<file path="src/rtl/uart_sw_pkg.sv">
// Shared ASCII constants, command decode and formatter state encoding for the
// stopwatch UART command/report controller.
package uart_sw_pkg;

  localparam logic [7:0] ASCII_C_UP = 8'h43;
  localparam logic [7:0] ASCII_C_LO = 8'h63;
  localparam logic [7:0] ASCII_G_UP = 8'h47;
  localparam logic [7:0] ASCII_G_LO = 8'h67;
  localparam logic [7:0] ASCII_P_UP = 8'h50;
  localparam logic [7:0] ASCII_P_LO = 8'h70;
  localparam logic [7:0] ASCII_U_UP = 8'h55;
  localparam logic [7:0] ASCII_U_LO = 8'h75;
  localparam logic [7:0] ASCII_R_UP = 8'h52;
  localparam logic [7:0] ASCII_R_LO = 8'h72;
  localparam logic [7:0] ASCII_A_UP = 8'h41;
  localparam logic [7:0] ASCII_A_LO = 8'h61;
  localparam logic [7:0] ASCII_CR    = 8'h0d;
  localparam logic [7:0] ASCII_LF    = 8'h0a;
  localparam logic [7:0] ASCII_QMARK = 8'h3f;
  localparam logic [3:0] ASCII_DIGIT_HI = 4'h3;

  typedef enum logic [2:0] {
    ST_IDLE,
    ST_SNAP,
    ST_SEND_DIG,
    ST_SEND_SEP,
    ST_SEND_CR,
    ST_SEND_LF,
    ST_DONE
  } fmt_state_t;

  typedef enum logic [2:0] {
    CMD_NONE,
    CMD_CLR,
    CMD_GO,
    CMD_PAUSE,
    CMD_DIR,
    CMD_REPORT,
    CMD_AUTO
  } cmd_t;

  function automatic cmd_t decode_cmd(input logic [7:0] b);
    cmd_t c;
    c = CMD_NONE;
    case (b)
      ASCII_C_UP, ASCII_C_LO: c = CMD_CLR;
      ASCII_G_UP, ASCII_G_LO: c = CMD_GO;
      ASCII_P_UP, ASCII_P_LO: c = CMD_PAUSE;
      ASCII_U_UP, ASCII_U_LO: c = CMD_DIR;
      ASCII_R_UP, ASCII_R_LO: c = CMD_REPORT;
      ASCII_A_UP, ASCII_A_LO: c = CMD_AUTO;
      default:                c = CMD_NONE;
    endcase
    return c;
  endfunction

endpackage

</file>
<file path="src/rtl/uart_sw_cmd_ctrl_if.sv">
// UART FIFO side of the stopwatch controller: show-ahead rx head with pop
// strobe, tx byte with push strobe and full backpressure.
interface uart_sw_cmd_ctrl_if;
    logic [7:0] rd_data;
    logic       rx_empty;
    logic       rd_uart;
    logic       tx_full;
    logic       wr_uart;
    logic [7:0] wr_data;

    modport master (
        input  rd_data, rx_empty, tx_full,
        output rd_uart, wr_uart, wr_data
    );

    modport slave (
        output rd_data, rx_empty, tx_full,
        input  rd_uart, wr_uart, wr_data
    );
endinterface

</file>
<file path="src/rtl/uart_sw_fmt.sv">
// Report sequencer: snapshots the BCD time and streams it as ASCII digits,
// separators and optional CR/LF through the tx FIFO handshake.
module uart_sw_fmt
    import uart_sw_pkg::*;
#(
    parameter int                  DIGITS    = 7,
    parameter logic [8*DIGITS-1:0] SEP_CHARS = 56'h00_3a_00_3a_00_2e_00,
    parameter int                  TERM_CRLF = 1
) (
    input  logic                  clk,
    input  logic                  rst_n,
    input  logic                  req,
    input  logic [4*DIGITS-1:0]   digits,
    input  logic                  tx_full,
    output logic                  wr_uart,
    output logic [7:0]            wr_data,
    output logic                  busy
);

    localparam int IW = (DIGITS > 1) ? $clog2(DIGITS) : 1;
    localparam logic [IW-1:0] IDX_TOP = IW'(DIGITS - 1);

    fmt_state_t      state, state_nxt;
    logic [IW-1:0]   idx, idx_nxt;
    logic            pending, pending_nxt;
    logic            busy_nxt;
    logic [3:0]      snap [DIGITS];
    logic [7:0]      sep_tab [DIGITS];
    logic [3:0]      cur_digit;

    for (genvar i = 0; i < DIGITS; i++) begin : g_sep
        assign sep_tab[i] = SEP_CHARS[8*i +: 8];
    end

    assign cur_digit = snap[idx];

    // NOTE: snapshot is pure datapath, always written in SNAP before any
    // read, so it carries no reset.
    always_ff @(posedge clk) begin
        if (state == ST_SNAP) begin
            for (int i = 0; i < DIGITS; i++) begin
                snap[i] <= digits[4*i +: 4];
            end
        end
    end

    // NOTE: sequential state uses non-blocking assignments only, so every
    // register samples pre-edge values regardless of statement order.
    always_ff @(posedge clk or negedge rst_n) begin
        if (!rst_n) begin
            state   <= ST_IDLE;
            idx     <= '0;
            pending <= 1'b0;
            busy    <= 1'b0;
        end else begin
            state   <= state_nxt;
            idx     <= idx_nxt;
            pending <= pending_nxt;
            busy    <= busy_nxt;
        end
    end

    // NOTE: every output of this block gets a default first so no path can
    // leave one unassigned and infer a latch.
    always_comb begin
        state_nxt   = state;
        idx_nxt     = idx;
        pending_nxt = pending;
        busy_nxt    = busy;
        wr_uart     = 1'b0;
        wr_data     = 8'h00;

        // One request may queue behind the running report; DONE consumes it.
        if (req && state != ST_IDLE && state != ST_DONE) begin
            pending_nxt = 1'b1;
        end

        case (state)
            ST_IDLE: begin
                if (req) state_nxt = ST_SNAP;
            end
            ST_SNAP: begin
                idx_nxt   = IDX_TOP;
                busy_nxt  = 1'b1;
                state_nxt = ST_SEND_DIG;
            end
            ST_SEND_DIG: begin
                wr_uart = ~tx_full;
                wr_data = (cur_digit <= 4'd9) ? {ASCII_DIGIT_HI, cur_digit} : ASCII_QMARK;
                if (!tx_full) begin
                    if (idx != '0) begin
                        if (sep_tab[idx] != 8'h00) state_nxt = ST_SEND_SEP;
                        else                       idx_nxt   = idx - 1'b1;
                    end else begin
                        state_nxt = (TERM_CRLF != 0) ? ST_SEND_CR : ST_DONE;
                    end
                end
            end
            ST_SEND_SEP: begin
                wr_uart = ~tx_full;
                wr_data = sep_tab[idx];
                if (!tx_full) begin
                    idx_nxt   = idx - 1'b1;
                    state_nxt = ST_SEND_DIG;
                end
            end
            ST_SEND_CR: begin
                wr_uart = ~tx_full;
                wr_data = ASCII_CR;
                if (!tx_full) state_nxt = ST_SEND_LF;
            end
            ST_SEND_LF: begin
                wr_uart = ~tx_full;
                wr_data = ASCII_LF;
                if (!tx_full) state_nxt = ST_DONE;
            end
            ST_DONE: begin
                busy_nxt = 1'b0;
                if (pending || req) begin
                    pending_nxt = 1'b0;
                    state_nxt   = ST_SNAP;
                end else begin
                    state_nxt = ST_IDLE;
                end
            end
            default: state_nxt = ST_IDLE;
        endcase
    end

endmodule

</file>
<file path="src/rtl/uart_sw_cmd_ctrl.sv">
// UART command decoder and report controller for the stopwatch.
// Optional SW_AUTO_REPORT_EN adds a tick-driven periodic report toggled by 'A'.
module uart_sw_cmd_ctrl
    import uart_sw_pkg::*;
#(
    parameter int                  DIGITS    = 7,
    parameter logic [8*DIGITS-1:0] SEP_CHARS = 56'h00_3a_00_3a_00_2e_00,
    parameter int                  TERM_CRLF = 1,
    parameter int                  AUTO_DIV  = 10
) (
    input  logic                clk,
    input  logic                rst_n,
    uart_sw_cmd_ctrl_if.master  bus,
    input  logic [4*DIGITS-1:0] digits,
    input  logic                tick,
    output logic                up,
    output logic                go,
    output logic                clr,
    output logic                busy
);

    logic pop;
    cmd_t cmd;
    logic report_req;

    // Every non-empty cycle pops; the show-ahead head is decoded in place.
    assign pop         = ~bus.rx_empty;
    assign bus.rd_uart = pop;
    assign cmd         = pop ? decode_cmd(bus.rd_data) : CMD_NONE;
    assign clr         = (cmd == CMD_CLR);

    always_ff @(posedge clk or negedge rst_n) begin
        if (!rst_n) begin
            up <= 1'b1;
            go <= 1'b0;
        end else begin
            case (cmd)
                CMD_CLR:   up <= 1'b1;
                CMD_DIR:   up <= ~up;
                CMD_GO:    go <= 1'b1;
                CMD_PAUSE: go <= 1'b0;
                default:   ;
            endcase
        end
    end

`ifdef SW_AUTO_REPORT_EN
    localparam int CW = $clog2(AUTO_DIV + 1);

    logic          auto_en;
    logic [CW-1:0] auto_cnt;
    logic          auto_hit;

    // A toggle in the same cycle as a tick takes priority over the count.
    assign auto_hit = auto_en && tick && (cmd != CMD_AUTO) &&
                      (auto_cnt == CW'(AUTO_DIV - 1));

    always_ff @(posedge clk or negedge rst_n) begin
        if (!rst_n) begin
            auto_en  <= 1'b0;
            auto_cnt <= '0;
        end else if (cmd == CMD_AUTO) begin
            auto_en <= ~auto_en;
            if (auto_en) auto_cnt <= '0;
        end else if (auto_en && tick) begin
            auto_cnt <= auto_hit ? '0 : auto_cnt + 1'b1;
        end
    end

    assign report_req = (cmd == CMD_REPORT) || auto_hit;
`else
    logic unused_tick;
    assign unused_tick = tick & (AUTO_DIV > 0);
    assign report_req  = (cmd == CMD_REPORT);
`endif

    uart_sw_fmt #(
        .DIGITS    (DIGITS),
        .SEP_CHARS (SEP_CHARS),
        .TERM_CRLF (TERM_CRLF)
    ) u_fmt (
        .clk     (clk),
        .rst_n   (rst_n),
        .req     (report_req),
        .digits  (digits),
        .tx_full (bus.tx_full),
        .wr_uart (bus.wr_uart),
        .wr_data (bus.wr_data),
        .busy    (busy)
    );

endmodule

</file>
<file path="src/flat_wrapper.sv">
// flat-port wrapper written by rule: the top's interface ports become plain ports
module uart_sw_cmd_ctrl_flat import uart_sw_pkg::*;
#(
    parameter int                  DIGITS    = 7,
    parameter logic [8*DIGITS-1:0] SEP_CHARS = 56'h00_3a_00_3a_00_2e_00,
    parameter int                  TERM_CRLF = 1,
    parameter int                  AUTO_DIV  = 10
)
  (clk, rst_n, digits, tick, up, go, clr, busy, bus_rd_data, bus_rx_empty, bus_tx_full, bus_rd_uart, bus_wr_uart, bus_wr_data);
  uart_sw_cmd_ctrl_if bus_i ();
  input  logic clk;
  input  logic rst_n;
  input  logic [4*DIGITS-1:0] digits;
  input  logic tick;
  output logic up;
  output logic go;
  output logic clr;
  output logic busy;
  input wire logic [$bits(bus_i.rd_data)-1:0] bus_rd_data;
  input wire logic [$bits(bus_i.rx_empty)-1:0] bus_rx_empty;
  input wire logic [$bits(bus_i.tx_full)-1:0] bus_tx_full;
  output wire logic [$bits(bus_i.rd_uart)-1:0] bus_rd_uart;
  output wire logic [$bits(bus_i.wr_uart)-1:0] bus_wr_uart;
  output wire logic [$bits(bus_i.wr_data)-1:0] bus_wr_data;
  assign bus_i.rd_data = bus_rd_data;
  assign bus_i.rx_empty = bus_rx_empty;
  assign bus_i.tx_full = bus_tx_full;
  assign bus_rd_uart = bus_i.rd_uart;
  assign bus_wr_uart = bus_i.wr_uart;
  assign bus_wr_data = bus_i.wr_data;
  uart_sw_cmd_ctrl #(.DIGITS(DIGITS), .SEP_CHARS(SEP_CHARS), .TERM_CRLF(TERM_CRLF), .AUTO_DIV(AUTO_DIV)) u_core (.clk(clk), .rst_n(rst_n), .bus(bus_i), .digits(digits), .tick(tick), .up(up), .go(go), .clr(clr), .busy(busy));
endmodule
</file>
<file path="config.mk">
export PLATFORM = sky130hd
export DESIGN_NAME = uart_sw_cmd_ctrl_flat
export DESIGN_NICKNAME = d
export VERILOG_FILES = /design/src/rtl/uart_sw_pkg.sv /design/src/rtl/uart_sw_cmd_ctrl_if.sv /design/src/rtl/uart_sw_fmt.sv /design/src/rtl/uart_sw_cmd_ctrl.sv /design/src/flat_wrapper.sv
export SDC_FILE = /design/constraint.sdc
export NUM_CORES = 1
export LEC_CHECK = 0
export BUFFER_PORTS_ARGS = -buffer_cell sky130_fd_sc_hd__buf_2
export CORE_ASPECT_RATIO = 1.5
export CORE_MARGIN = 2
export CORE_UTILIZATION = 45
export DETAILED_ROUTE_END_ITERATION = 10
export PLACE_DENSITY = 0.74
export SYNTH_ARGS = -nofsm -noshare
export SYNTH_HDL_FRONTEND = slang
export SYNTH_HIERARCHICAL = 1
export SYNTH_SLANG_ARGS = --single-unit
</file>
<file path="constraint.sdc">
create_clock -name clk -period 3.6 [get_ports clk]
set_input_delay 0.36 -clock clk [delete_from_list [all_inputs] [get_ports clk]]
set_output_delay 0.36 -clock clk [all_outputs]
set_load 0.01 [all_outputs]
</file>
==> summary.txt <==
Logic synthesis
  – Post-Syn Area: 1880 µm²
  – Post-synth top area cell: edfxtp_1
  – Async SR Flop Fraction: 26.3%
  – Distinct cell type count of the synthesized netlist: 43
  – Synth Instances: roughly 160
  – Flops & latches, synth: 38
  – Main combinational cell family by area after synthesis: compound AO/OA/AOI/OAI gates
  – Most numerous cell in the Yosys netlist: edfxtp_1
  – Synth top cells by count: 28 x edfxtp_1, 15 x nand2_1, 15 x nor2_1
  – Register area share after synthesis: about three fifths
  – Top cell type's share of synthesized area: 44.8%
  – Synth Area in Adders: about 2.7%
  – XOR/XNOR Fraction of Synth Area: 0%
  – Area contributors post-synth: edfxtp_1 45%, dfrtp_1 12%, mux4_2 4.8%, mux2i_1 3.7%, nand2_1 3.0%
  – Synth warn: 6
  – Syn avg cell area: ~12 µm²
  – Top FF cell, synth: edfxtp_1
  – EDFF count, synth: 28
  – Compound-Gate Fraction of Synth Area: 13.7%
  – Post-Synth Simple-Gate Area: 12.5%
  – Post-synthesis mux area share: 8.54%

Setup path
  – CP arrival: roughly 2400 ps
  – Reg2reg setup slack: 1070 ps
  – FF-to-FF End: u_core/u_fmt/idx[1]
  – Worst Reg-to-Reg Cells: 7
  – Critical path capture point type: output port
  – WP data required: 3240 ps
  – CP Class: reg2out
  – Critical path launch point type: flop
  – Reg-to-reg startpoint: u_core/u_fmt/idx[0]
  – Worst-path fanout max: 13

Layout
  – Cell area after layout: around 2200 µm²
  – Fill count: 363
  – Antenna diodes: 0
  – Register area: 1090 µm²
  – Final nets: 254
  – Cell Count, Final, Fillers Out: 255
  – Multi-input logic area: 709 µm²
  – Fraction of layout cells with a size suffix above 1: 33.8%
  – Area Growth Syn to Fin: 19.9%

Clock network
  – Hold buffers post-CTS: 1
  – Clk_lat worst skew: 290 ps
  – CTS tree: yes
  – Clk sinks: 38
  – H-tree levels: 2
  – Num CTS Buffers: 5
  – Max Root-Sink Buffers: 2
  – Clk root buf: clkbuf_8
  – Buffer count from post-CTS setup fixing: 0
  – Clock transition at the registers of the reported paths: 80 ps
  – Post-CTS sizing: 0

Run status
  – Status: completed

Pwr
  – VDD IR-drop max: between 0.0004 and 0.0005 V
  – Cell Pwr Density: between 700 and 800 nW/µm²
  – Static leakage: 0.933 nW

Job
  – Max Cap Viol: 0

Timing
  – Total negative slack: 0 ps
  – Final setup fails: 0
  – Post-layout min period: 2710 ps
  – RSZ-0062 raised after global routing: no
  – Slew Viols, Final: 0
  – Worst-Margin Slew: 672 ps
  – Worst slew margin: 55.2%
  – Final hold vios: 0
  – Fin crit share: 75.2%
  – Fmax: 0.369 GHz
  – Clock Skew: 8.83 ps
  – Post-route setup slack: slightly below 900 ps

Detailed routing
  – ANT nets after route: 0
  – Drc violations: 0
  – Number of DRC markers in iteration 0: 47
  – Detailed-route wire length per cell: ~14 µm
  – Routed WL: ~3.6 mm
  – Vias post-DR: 1382
  – Vias per inst: about 5.4
  – Iteration count of the initial detailed-routing pass: 4

Floorplanning
  – Starting density of the core: 47.4%
  – Cell row count: 28
  – Die width: 56.7 µm
  – Core area: roughly 4000 µm²
  – DIE HEIGHT: 83.1 µm
  – Overall die area: 4710 µm²
  – IO Count: between 50 and 60

Global routing
  – Largest net degree at the start of global routing: 30
  – First-pass GRT wire length: around 6 mm
  – Vias in the first global route: 1346
  – Initial antenna violation count: 0
  – Overflow left after global routing: 0
  – Total Routing Usage GR: 16.7%

Min path
  – Hold wc startpoint: digits[8]
  – Worst hold path class: in2reg
  – WHS Endpoint: u_core/u_fmt/snap[2][0]
  – Min-Delay Path Depth: 1

Place
  – DP Worst Slack: approximately 1000 ps
  – # port buffers: 50
  – Post-DP HPWL: 2.63 mm
  – DP Cell Count: 246
  – Placed Area: 2150 µm²
  – GPL Wtd Cong: 0.749
[flip-flops by register name (all words and copies together) (netlist names)]
register              flops
u_core/u_fmt/idx          3
u_core/u_fmt/snap        28
u_core/u_fmt/busy         1
u_core/u_fmt/pending      1
u_core/u_fmt/state        3
u_core/go                 1
u_core/up                 1
[through the flow]
step	total power [mW]	hold slack, ps	util [%]
2_1_floorplan	1.17	64.4	-
3_3_place_gp	1.35	238	54.3
3_5_place_dp	1.37	240	54.3
4_1_cts	1.66	229	56.8
5_1_grt	1.78	219	56.8
6_report	1.65	239	56.8
[worst max-delay path: stages (launching register included)]
cell and delay, ps:
dfrtp_1 780, mux4_2 590, mux2i_1 220, or2_1 180
o221ai_1 120, buf_2 170
[cells in the final DEF, fill, tap and decap left out, types with 2 or more instances in the layout]
master	count
a21oi_1	11
buf_2	50
clkbuf_8	5
conb_1	2
dfrtp_1	9
edfxtp_1	28
ha_1	4
inv_1	6
inv_2	3
mux2i_1	7
mux4_2	4
nand2_1	15
nand3_1	3
nor2_1	15
o211ai_1	3
o21ai_0	6
o21ai_1	6
o221ai_1	2
o2bb2ai_1	2
or2_1	2
[cell families after synthesis]
group                    Yosys count
flip-flops                        38
multiplexers                      11
other                              1
adder cells (fa/ha/maj)            4
AO/OA/AOI/OAI                     39
AND/OR/NAND/NOR                   47
buffers and inverters             17
[cell type report]
class                      instances  share of cell area (%)
multi-input combinational        103                    31.5
inverter                           9                    1.50
timing repair buffer              52                    11.9
tap                               45                    2.50
clock inverter                     3                   0.945
sequential                        38                    48.6
clock buffer                       5                    3.06
[per-layer routing]
metal,GRT usage [%],up-vias,part of all wire [%]
met5,0,-,0
met1,18.8,637,40
met2,28.5,56,52
met3,4.83,4,6.7
met4,8.01,0,0.98
li1,-,685,-
[power breakdown]
group	internal [mW]	total (mW)	switching [mW]	leakage, nW
registers	0.554	0.682	0.128	0.376
clock network	0.136	0.287	0.152	0.0441
logic	0.310	0.679	0.368	0.514
total	1.00	1.65	0.648	0.933
[worst max path at each step]
stage,startpoint,end,cells past startpoint
floorplan,u_core/u_fmt/idx[0],u_core/u_fmt/idx[1],8
global placement,u_core/u_fmt/idx[0],u_core/u_fmt/idx[1],7
detailed placement,u_core/u_fmt/idx[0],u_core/u_fmt/idx[1],7
CTS,u_core/u_fmt/idx[0],bus_wr_data[2],5
global route,u_core/u_fmt/idx[0],bus_wr_data[1],5
finish,u_core/u_fmt/idx[0],bus_wr_data[2],5
(Power assumes the default switching activity.)
